<file path="src/rtl/crc_arb_ctrl.sv">
// Round-robin front end that streams framed beats from NUM_REQ requesters into an
// external CRC engine and returns the finished CRC. Define CRC_ARB_TIMEOUT_EN to add a stall watchdog.
module crc_arb_ctrl #(
    parameter int DATA_BYTES = 8,
    parameter int CRC_WIDTH  = 32,
    parameter int NUM_REQ    = 2,
    parameter int TIMEOUT    = 64
) (
    input  logic                            clk,
    input  logic                            n_rst,
    input  logic [NUM_REQ-1:0]              req_valid,
    input  logic [NUM_REQ*DATA_BYTES*8-1:0] req_data,
    input  logic [NUM_REQ-1:0]              req_last,
    output logic [NUM_REQ-1:0]              req_ready,
    input  logic [CRC_WIDTH-1:0]            cfg_init,
    input  logic [CRC_WIDTH-1:0]            cfg_xor,
    input  logic                            cfg_refl_in,
    input  logic                            cfg_refl_out,
    output logic [DATA_BYTES*8-1:0]         eng_data,
    output logic [CRC_WIDTH-1:0]            eng_crc_in,
    output logic                            eng_enable,
    output logic                            eng_refl_in,
    input  logic [CRC_WIDTH-1:0]            eng_crc_out,
    output logic                            res_valid,
    output logic [CRC_WIDTH-1:0]            res_crc,
    output logic [$clog2(NUM_REQ)-1:0]      res_id,
    output logic                            res_err,
    input  logic                            res_ready
);

    localparam int DW  = DATA_BYTES * 8;
    localparam int IDW = $clog2(NUM_REQ);

    typedef enum logic [1:0] {
        IDLE   = 2'd0,
        STREAM = 2'd1,
        DRAIN  = 2'd2,
        RESULT = 2'd3
    } state_t;

    function automatic logic [CRC_WIDTH-1:0] bit_rev(input logic [CRC_WIDTH-1:0] v);
        logic [CRC_WIDTH-1:0] r;
        for (int i = 0; i < CRC_WIDTH; i++) begin
            r[i] = v[CRC_WIDTH-1-i];
        end
        return r;
    endfunction

    state_t               state_r;
    state_t               state_s;
    logic [IDW-1:0]       grant_r;
    logic [IDW-1:0]       grant_s;
    logic [IDW-1:0]       rr_ptr_r;
    logic [IDW-1:0]       rr_next_s;
    logic                 any_req_s;
    logic                 accept_s;
    logic                 first_r;
    logic                 fresh_r;
    logic [CRC_WIDTH-1:0] crc_hold_r;
    logic [CRC_WIDTH-1:0] init_r;
    logic [CRC_WIDTH-1:0] xor_r;
    logic                 refl_in_r;
    logic                 refl_out_r;
    logic                 res_valid_r;
    logic [CRC_WIDTH-1:0] res_crc_r;
    logic [IDW-1:0]       res_id_r;
    logic                 tmo_hit_s;

    // Round-robin search starting at the slot after the last grant
    always_comb begin
        logic [IDW:0] idx_v;
        grant_s   = rr_ptr_r;
        any_req_s = 1'b0;
        idx_v     = '0;
        for (int k = 0; k < NUM_REQ; k++) begin
            idx_v = {1'b0, rr_ptr_r} + (IDW+1)'(k);
            idx_v = (idx_v >= (IDW+1)'(NUM_REQ)) ? idx_v - (IDW+1)'(NUM_REQ) : idx_v;
            if (!any_req_s && req_valid[idx_v[IDW-1:0]]) begin
                grant_s   = idx_v[IDW-1:0];
                any_req_s = 1'b1;
            end else begin
                grant_s   = grant_s;
            end
        end
        rr_next_s = (grant_s == IDW'(NUM_REQ - 1)) ? '0 : grant_s + IDW'(1);
    end

    assign accept_s = (state_r == STREAM) && req_valid[grant_r];

    // Beat path to the engine; the held copy covers cycles where the engine output is stale
    always_comb begin
        req_ready = '0;
        eng_data  = '0;
        if (state_r == STREAM) begin
            req_ready[grant_r] = 1'b1;
        end else begin
            req_ready = '0;
        end
        for (int i = 0; i < NUM_REQ; i++) begin
            if (grant_r == IDW'(i)) begin
                eng_data = req_data[i*DW +: DW];
            end else begin
                eng_data = eng_data;
            end
        end
        if (first_r) begin
            eng_crc_in = init_r;
        end else if (fresh_r) begin
            eng_crc_in = eng_crc_out;
        end else begin
            eng_crc_in = crc_hold_r;
        end
    end

    assign eng_enable  = accept_s;
    assign eng_refl_in = refl_in_r;
    assign res_valid   = res_valid_r;
    assign res_crc     = res_crc_r;
    assign res_id      = res_id_r;

    // Next-state logic
    always_comb begin
        state_s = state_r;
        case (state_r)
            IDLE: begin
                if (any_req_s) begin
                    state_s = STREAM;
                end else begin
                    state_s = IDLE;
                end
            end
            STREAM: begin
                if (accept_s && req_last[grant_r]) begin
                    state_s = DRAIN;
                end else if (tmo_hit_s) begin
                    state_s = RESULT;
                end else begin
                    state_s = STREAM;
                end
            end
            DRAIN: state_s = RESULT;
            RESULT: begin
                if (res_ready) begin
                    state_s = IDLE;
                end else begin
                    state_s = RESULT;
                end
            end
            default: state_s = IDLE;
        endcase
    end

`ifdef CRC_ARB_TIMEOUT_EN
    localparam int TW = $clog2(TIMEOUT + 1);

    logic [TW-1:0] tmo_cnt_r;
    logic          res_err_r;

    assign tmo_hit_s = (state_r == STREAM) && !accept_s && (tmo_cnt_r == TW'(TIMEOUT - 1));
    assign res_err   = res_err_r;

    // Consecutive stall cycles of the granted requester
    always_ff @(posedge clk or negedge n_rst) begin
        if (!n_rst) begin
            tmo_cnt_r <= '0;
        end else if (state_r != STREAM || accept_s) begin
            tmo_cnt_r <= '0;
        end else begin
            tmo_cnt_r <= tmo_cnt_r + TW'(1);
        end
    end
`else
    assign tmo_hit_s = 1'b0;
    assign res_err   = 1'b0 & (TIMEOUT > 0);
`endif

    // State, grant, frame configuration and result registers
    always_ff @(posedge clk or negedge n_rst) begin
        if (!n_rst) begin
            state_r     <= IDLE;
            grant_r     <= '0;
            rr_ptr_r    <= '0;
            first_r     <= 1'b0;
            fresh_r     <= 1'b0;
            crc_hold_r  <= '0;
            init_r      <= '0;
            xor_r       <= '0;
            refl_in_r   <= 1'b0;
            refl_out_r  <= 1'b0;
            res_valid_r <= 1'b0;
            res_crc_r   <= '0;
            res_id_r    <= '0;
`ifdef CRC_ARB_TIMEOUT_EN
            res_err_r   <= 1'b0;
`endif
        end else begin
            state_r <= state_s;
            fresh_r <= accept_s;
            if (fresh_r) begin
                crc_hold_r <= eng_crc_out;
            end
            if (state_r == IDLE && any_req_s) begin
                grant_r    <= grant_s;
                rr_ptr_r   <= rr_next_s;
                first_r    <= 1'b1;
                init_r     <= cfg_init;
                xor_r      <= cfg_xor;
                refl_in_r  <= cfg_refl_in;
                refl_out_r <= cfg_refl_out;
            end else if (accept_s) begin
                first_r <= 1'b0;
            end
            case (state_r)
                STREAM: begin
                    if (tmo_hit_s) begin
                        res_valid_r <= 1'b1;
                        res_crc_r   <= '0;
                        res_id_r    <= grant_r;
`ifdef CRC_ARB_TIMEOUT_EN
                        res_err_r   <= 1'b1;
`endif
                    end
                end
                DRAIN: begin
                    res_valid_r <= 1'b1;
                    res_crc_r   <= refl_out_r ? bit_rev(eng_crc_out ^ xor_r) : (eng_crc_out ^ xor_r);
                    res_id_r    <= grant_r;
`ifdef CRC_ARB_TIMEOUT_EN
                    res_err_r   <= 1'b0;
`endif
                end
                RESULT: begin
                    if (res_ready) begin
                        res_valid_r <= 1'b0;
                    end
                end
                default: begin
                end
            endcase
        end
    end

endmodule

</file>
<file path="config.mk">
export PLATFORM = sky130hd
export DESIGN_NAME = crc_arb_ctrl
export DESIGN_NICKNAME = d
export VERILOG_FILES = /design/src/rtl/crc_arb_ctrl.sv
export SDC_FILE = /design/constraint.sdc
export NUM_CORES = 1
export LEC_CHECK = 0
export ABC_AREA = 1
export BUFFER_PORTS_ARGS = -buffer_cell sky130_fd_sc_hd__buf_2
export CAP_MARGIN = 20
export CORE_MARGIN = 3
export CORE_UTILIZATION = 30
export DETAILED_ROUTE_END_ITERATION = 7
export PLACE_DENSITY = 0.54
export SKIP_LAST_GASP = 1
export SYNTH_ARGS = -nofsm -noshare
export SYNTH_HDL_FRONTEND = slang
export SYNTH_SLANG_ARGS = --single-unit
</file>
<file path="constraint.sdc">
create_clock -name clk -period 2.3 [get_ports clk]
set_input_delay 0.23 -clock clk [delete_from_list [all_inputs] [get_ports clk]]
set_output_delay 0.23 -clock clk [all_outputs]
set_load 0.01 [all_outputs]
</file>
==> Yosys cells after proc, flatten, opt, wreduce, memory -nomap -nowiden <==
Cells that the tools add are included.
{ "word_totals": {"in_bits": 233, "reg_bits": 138, "wordCells": 68} }
{ "classes": {"n_eq_ne": 4, "reduce_logical": 10, "n_bitwise": 1, "magnitude_cmp": 6, "addsub": 4, "mux": 30} }
{ "ops": {"columns": ["op", "n"], "rows": [
  ["2-to-1 mux 32 bit", 3],
  ["2-to-1 mux 64 bit", 1],
  ["XOR 32 bit", 1],
  ["2-to-1 mux 1 bit", 20],
  ["one-hot mux 2 bit (4 select lines)", 1],
  ["< comparator 1 x 2 -> 1 bit, second input constant", 3],
  ["2-to-1 mux 2 bit", 3],
  ["logical AND 1 bit", 5],
  ["== test 2 bit, second input constant", 2],
  ["nonzero test 2 bit", 2],
  ["adder 1 x 1 -> 2 bit, second input constant", 1],
  ["== test 2 x 1 -> 1 bit, second input constant", 1],
  ["greater-or-equal comparator 1 x 2 -> 1 bit, second input constant", 1],
  ["greater-or-equal comparator 2 bit, second input constant", 1],
  ["logical NOT 2 bit", 1],
  ["inequality test 2 bit, second input constant", 1],
  ["one-hot mux 1 bit (2 select lines)", 1],
  ["AND reduction 2 bit", 1],
  ["subtractor 1 bit, second input constant", 2],
  ["adder 1 bit, second input constant", 1],
  ["demux 1 bit (select 1 bit)", 1],
  ["greater-or-equal comparator 1 bit, second input constant", 1],
  ["logical NOT 1 bit", 1]
]} }

==> Depth between registers and ports, before layout <==
{ "logic_depth": {"ltp_word": 10, "mapped_depth": 7, "depth_no_buf": 6} }

==> Least setup slack after synthesis <==
Ideal clock, no wire load.
{ "synth_timing": {"path_kind": "register -> output", "from": "register first_r", "to": "output eng_crc_in[0]", "path_buffers": 2, "path_slack_ns": 1.027, "stages_incl_launch_ff": 6, "arrival_ns": 1.043, "path_cell_list": "dfrtp_1 -> clkbuf_1 -> inv_1 -> buf_1 -> nand2_1 -> nand2_1"} }
{ "synth_via": {"elab_chain_cells": 1} }
{ "synth_lines": {"columns": ["element", "line_no", "source"], "rows": [
  ["start, declared", "57", "logic first_r;"],
  ["start signal, assigned", "183", "first_r <= 1'b0;"],
  ["start signal, assigned", "205", "first_r <= 1'b1;"],
  ["start signal, assigned", "211", "first_r <= 1'b0;"],
  ["2-to-1 mux 32 bit", "106", "if (first_r) begin"],
  ["end, declared", "20", "output logic [CRC_WIDTH-1:0] eng_crc_in,"]
]} }
No other way between the ends.

==> Worst setup path in the final report <==
{ "layout_timing": {"from": "register grant_r", "to": "output eng_enable"} }
{ "layout_via": {"elab_chain_cells": 3} }
{ "layout_lines": {"columns": ["element", "line_no", "source"], "rows": [
  ["start, declared", "51", "logic [IDW-1:0] grant_r;"],
  ["start signal, assigned", "203", "grant_r <= grant_s;"],
  ["2-to-1 mux 1 bit (implied by the code) (2 in a row)", "88", "assign accept_s = (state_r == STREAM) && req_valid[grant_r];"],
  ["logical AND 1 bit", "88", null],
  ["end, declared", "21", "output logic eng_enable,"]
]} }
No other way between the ends. The select of a mux whose other input is x is not followed.

==> reports/summary.txt <==
Initial antenna violation count = 5
Syn Inst Count = 1041
Clk buf depth = 2
Via density = 4.43
FMAX = 0.477 GHz
Crit-path slowest cell = buf_4
VDD IR max = 0.505 mV
Warnings, synthesis = 0
Root Driver = clkbuf_16
DP HPWL = 21200 µm
Most frequent cells in the layout = nand2_1, buf_2, dfrtp_1
Net count reported at finish = 1648
Distinct cell type count after synthesis = 19
Worst Hold Class = input pin to flip-flop
Crit path max fanout = 67
Net switching power figure = 6.28 mW
R2R cell count = 6
Crit path kind = flip-flop to output port
Post-route DRC = 0
Crit-path cells = buf_4, nand2_1, nand2_1, nand2_1, inv_1, buf_2
Max cap viols = 0
Global Route Usage Sum = 20.9%
Initial Utilization = 31.1%
Top post-synthesis cells by area = dfrtp_1, nand2_1, nand3_1
Crit share post-route = 91.1%
Vias in the first global route = 7517
Total power = 14.0 mW
Leakage = 5.94 nW
CTS tree = built
Remaining antenna violation count = 0
Clock Sinks = 138
CP Capture Type = output port
Final Hold Viols = 0
CP startpoint kind = flip-flop
Max stage delay on crit path = 520 ps
Worst-Skew Late Latency = 420 ps
Register bit total from synthesis = 138
Cell Pwr Density = 1370 mW/mm²
Die height = 161 µm
Buffers on Ports = 366
Routability cong. = 0.841
Drt total wl = 27400 µm
Worst Max-Slew Pin Slew = 636 ps
Horiz. Die Dim = 161 µm
Clock Skews = 11.7 ps
Commonest non-fill, non-tap cell in the layout = nand2_1
Synthesized netlist net count = 1274
Setup repair bufs after CTS = 0
Max-slew violation count = 0
Clock share of power = 20.1%
Hold_buf cts = 30
TNS Setup = 0 ps
Via count = 7722
Avg WL per Cell = 15.7 µm
Min-Delay Path Depth = 3
Largest net degree at the start of global routing = 68
Share of layout cells above drive strength 1 = 29.6%
CTS resizes = 0
CP Data Required Time = 2070 ps
First-pass GRT wire length = 42300 µm
Outcome = completed
GR Overflow Total = 0
Io pins = 368
Worst path most repeated cell = nand2_1
Area Overhead vs Synth = 42.1%
Worst hold slack = 17.5 ps
Power share of the sequential group = 29.8%
Worst path arrival time = 1860 ps
Placeable Area = 0.0231 mm²
Synth area leader = dfrtp_1
Cts bufs inserted = 17
Die ar. = 0.0258 mm²
Syn avg cell area = 6.89 µm²
Setup WS pre-CTS = 647 ps
Top-area cell type share of the netlist area = 48.1%
Register area share after synthesis = 48.1%
1st-iter DRT viols = 487
Net Sw Frac = 44.8%
H-tree levels = 4
RSZ-0062 raised after global routing = no
Post-synthesis cell area = 0.00718 mm²
FILL cells = 2417
Worst slew margin = 57.6%
Clock-pin slew on the worst setup and hold paths = 70 ps
Fin crit period = 2090 ps
Combinational Power Share = 50.1%
DRT Pass-1 Iters = 5
Final worst slack = 205 ps
Cell Rows = 55
Final setup vio count = 0
P_int = 7.73 mW
[power groups by stage]
stage                     registers (mW)  clock network [mW]  logic [mW]
after global placement              4.19                   0        6.99
final                               4.17                2.82        7.02
after detailed placement            4.21                   0        7.04
after global routing                4.32                3.00        7.96
after CTS                           4.17                2.88        7.12
after floorplan                     4.24                   0        4.36
[sequential cells by signal, summed over array words and instances, names as in the netlist, 2 cells and up]
signal,flops
res_crc,32
init_r,32
xor_r,32
crc_hold_r,32
state_r,2
[cells in the mapped netlist, drive strengths merged]
library cell,n
clkbuf,16
a31oi,1
o21ai,37
nor2,39
buf,40
conb,1
nand2,562
inv,75
nand3,98
dfrtp,138
clkinv,1
a21oi,33
[critical path, delay by kind of cell (launching register included)]
| family | cells | cell delay (ps) |
|---|---|---|
| buffers and inverters | 3 | 800 |
| DFF | 1 | 360 |
| and+or+nand+nor | 3 | 280 |
[worst paths after layout]
check / startpoint / end / slack [ps]
worst min register to register: res_crc[11] / res_crc[11] / 470
min in group asynchronous: n_rst / init_r[16] / 320
max in group asynchronous: n_rst / xor_r[24] / 1320
worst max register to register: state_r[1] / xor_r[6] / 780
worst min-delay path: cfg_init[10] / init_r[10] / 20
worst max-delay path: grant_r / eng_enable / 210
[logic make-up after synthesis]
kind of cell           after synthesis  share of synthesized area [%]
buffers and inverters              132                           8.35
AND/OR/NAND/NOR                    699                           38.3
other                                1                         0.0523
flip-flops                         138                           48.1
AO/OA/AOI/OAI                       71                           5.13
[final cells by class]
cell class                 count  area (µm²)  share of cell area (%)
clock inverter                15         171                    1.68
timing repair buffer         411        2340                    22.9
multi-input combinational    771        3120                    30.6
sequential                   138        3460                    33.9
antenna                        3        7.51                  0.0736
inverter                      76         287                    2.81
clock buffer                  17         425                    4.17
tap                          313         392                    3.84
[metrics by stage]
step                cell area (µm²)  instances  utilization, %
floorplan                      7180       1041               -
global placement               9300       1679            40.3
detailed placement             9300       1679            40.3
CTS                           10200       1741            44.2
global route                  10200       1744            44.2
finish                        10200       1744            44.2
[routing by layer]
layer | track usage, % | vias to the layer above | routed length, µm
met5 | 0 | - | 13
met2 | 32.0 | 276 | 12400
met1 | 29.4 | 3457 | 12900
met4 | 6.86 | 2 | 425
li1 | - | 3956 | -
met3 | 4.75 | 31 | 1660
(Power assumes the default switching activity.)
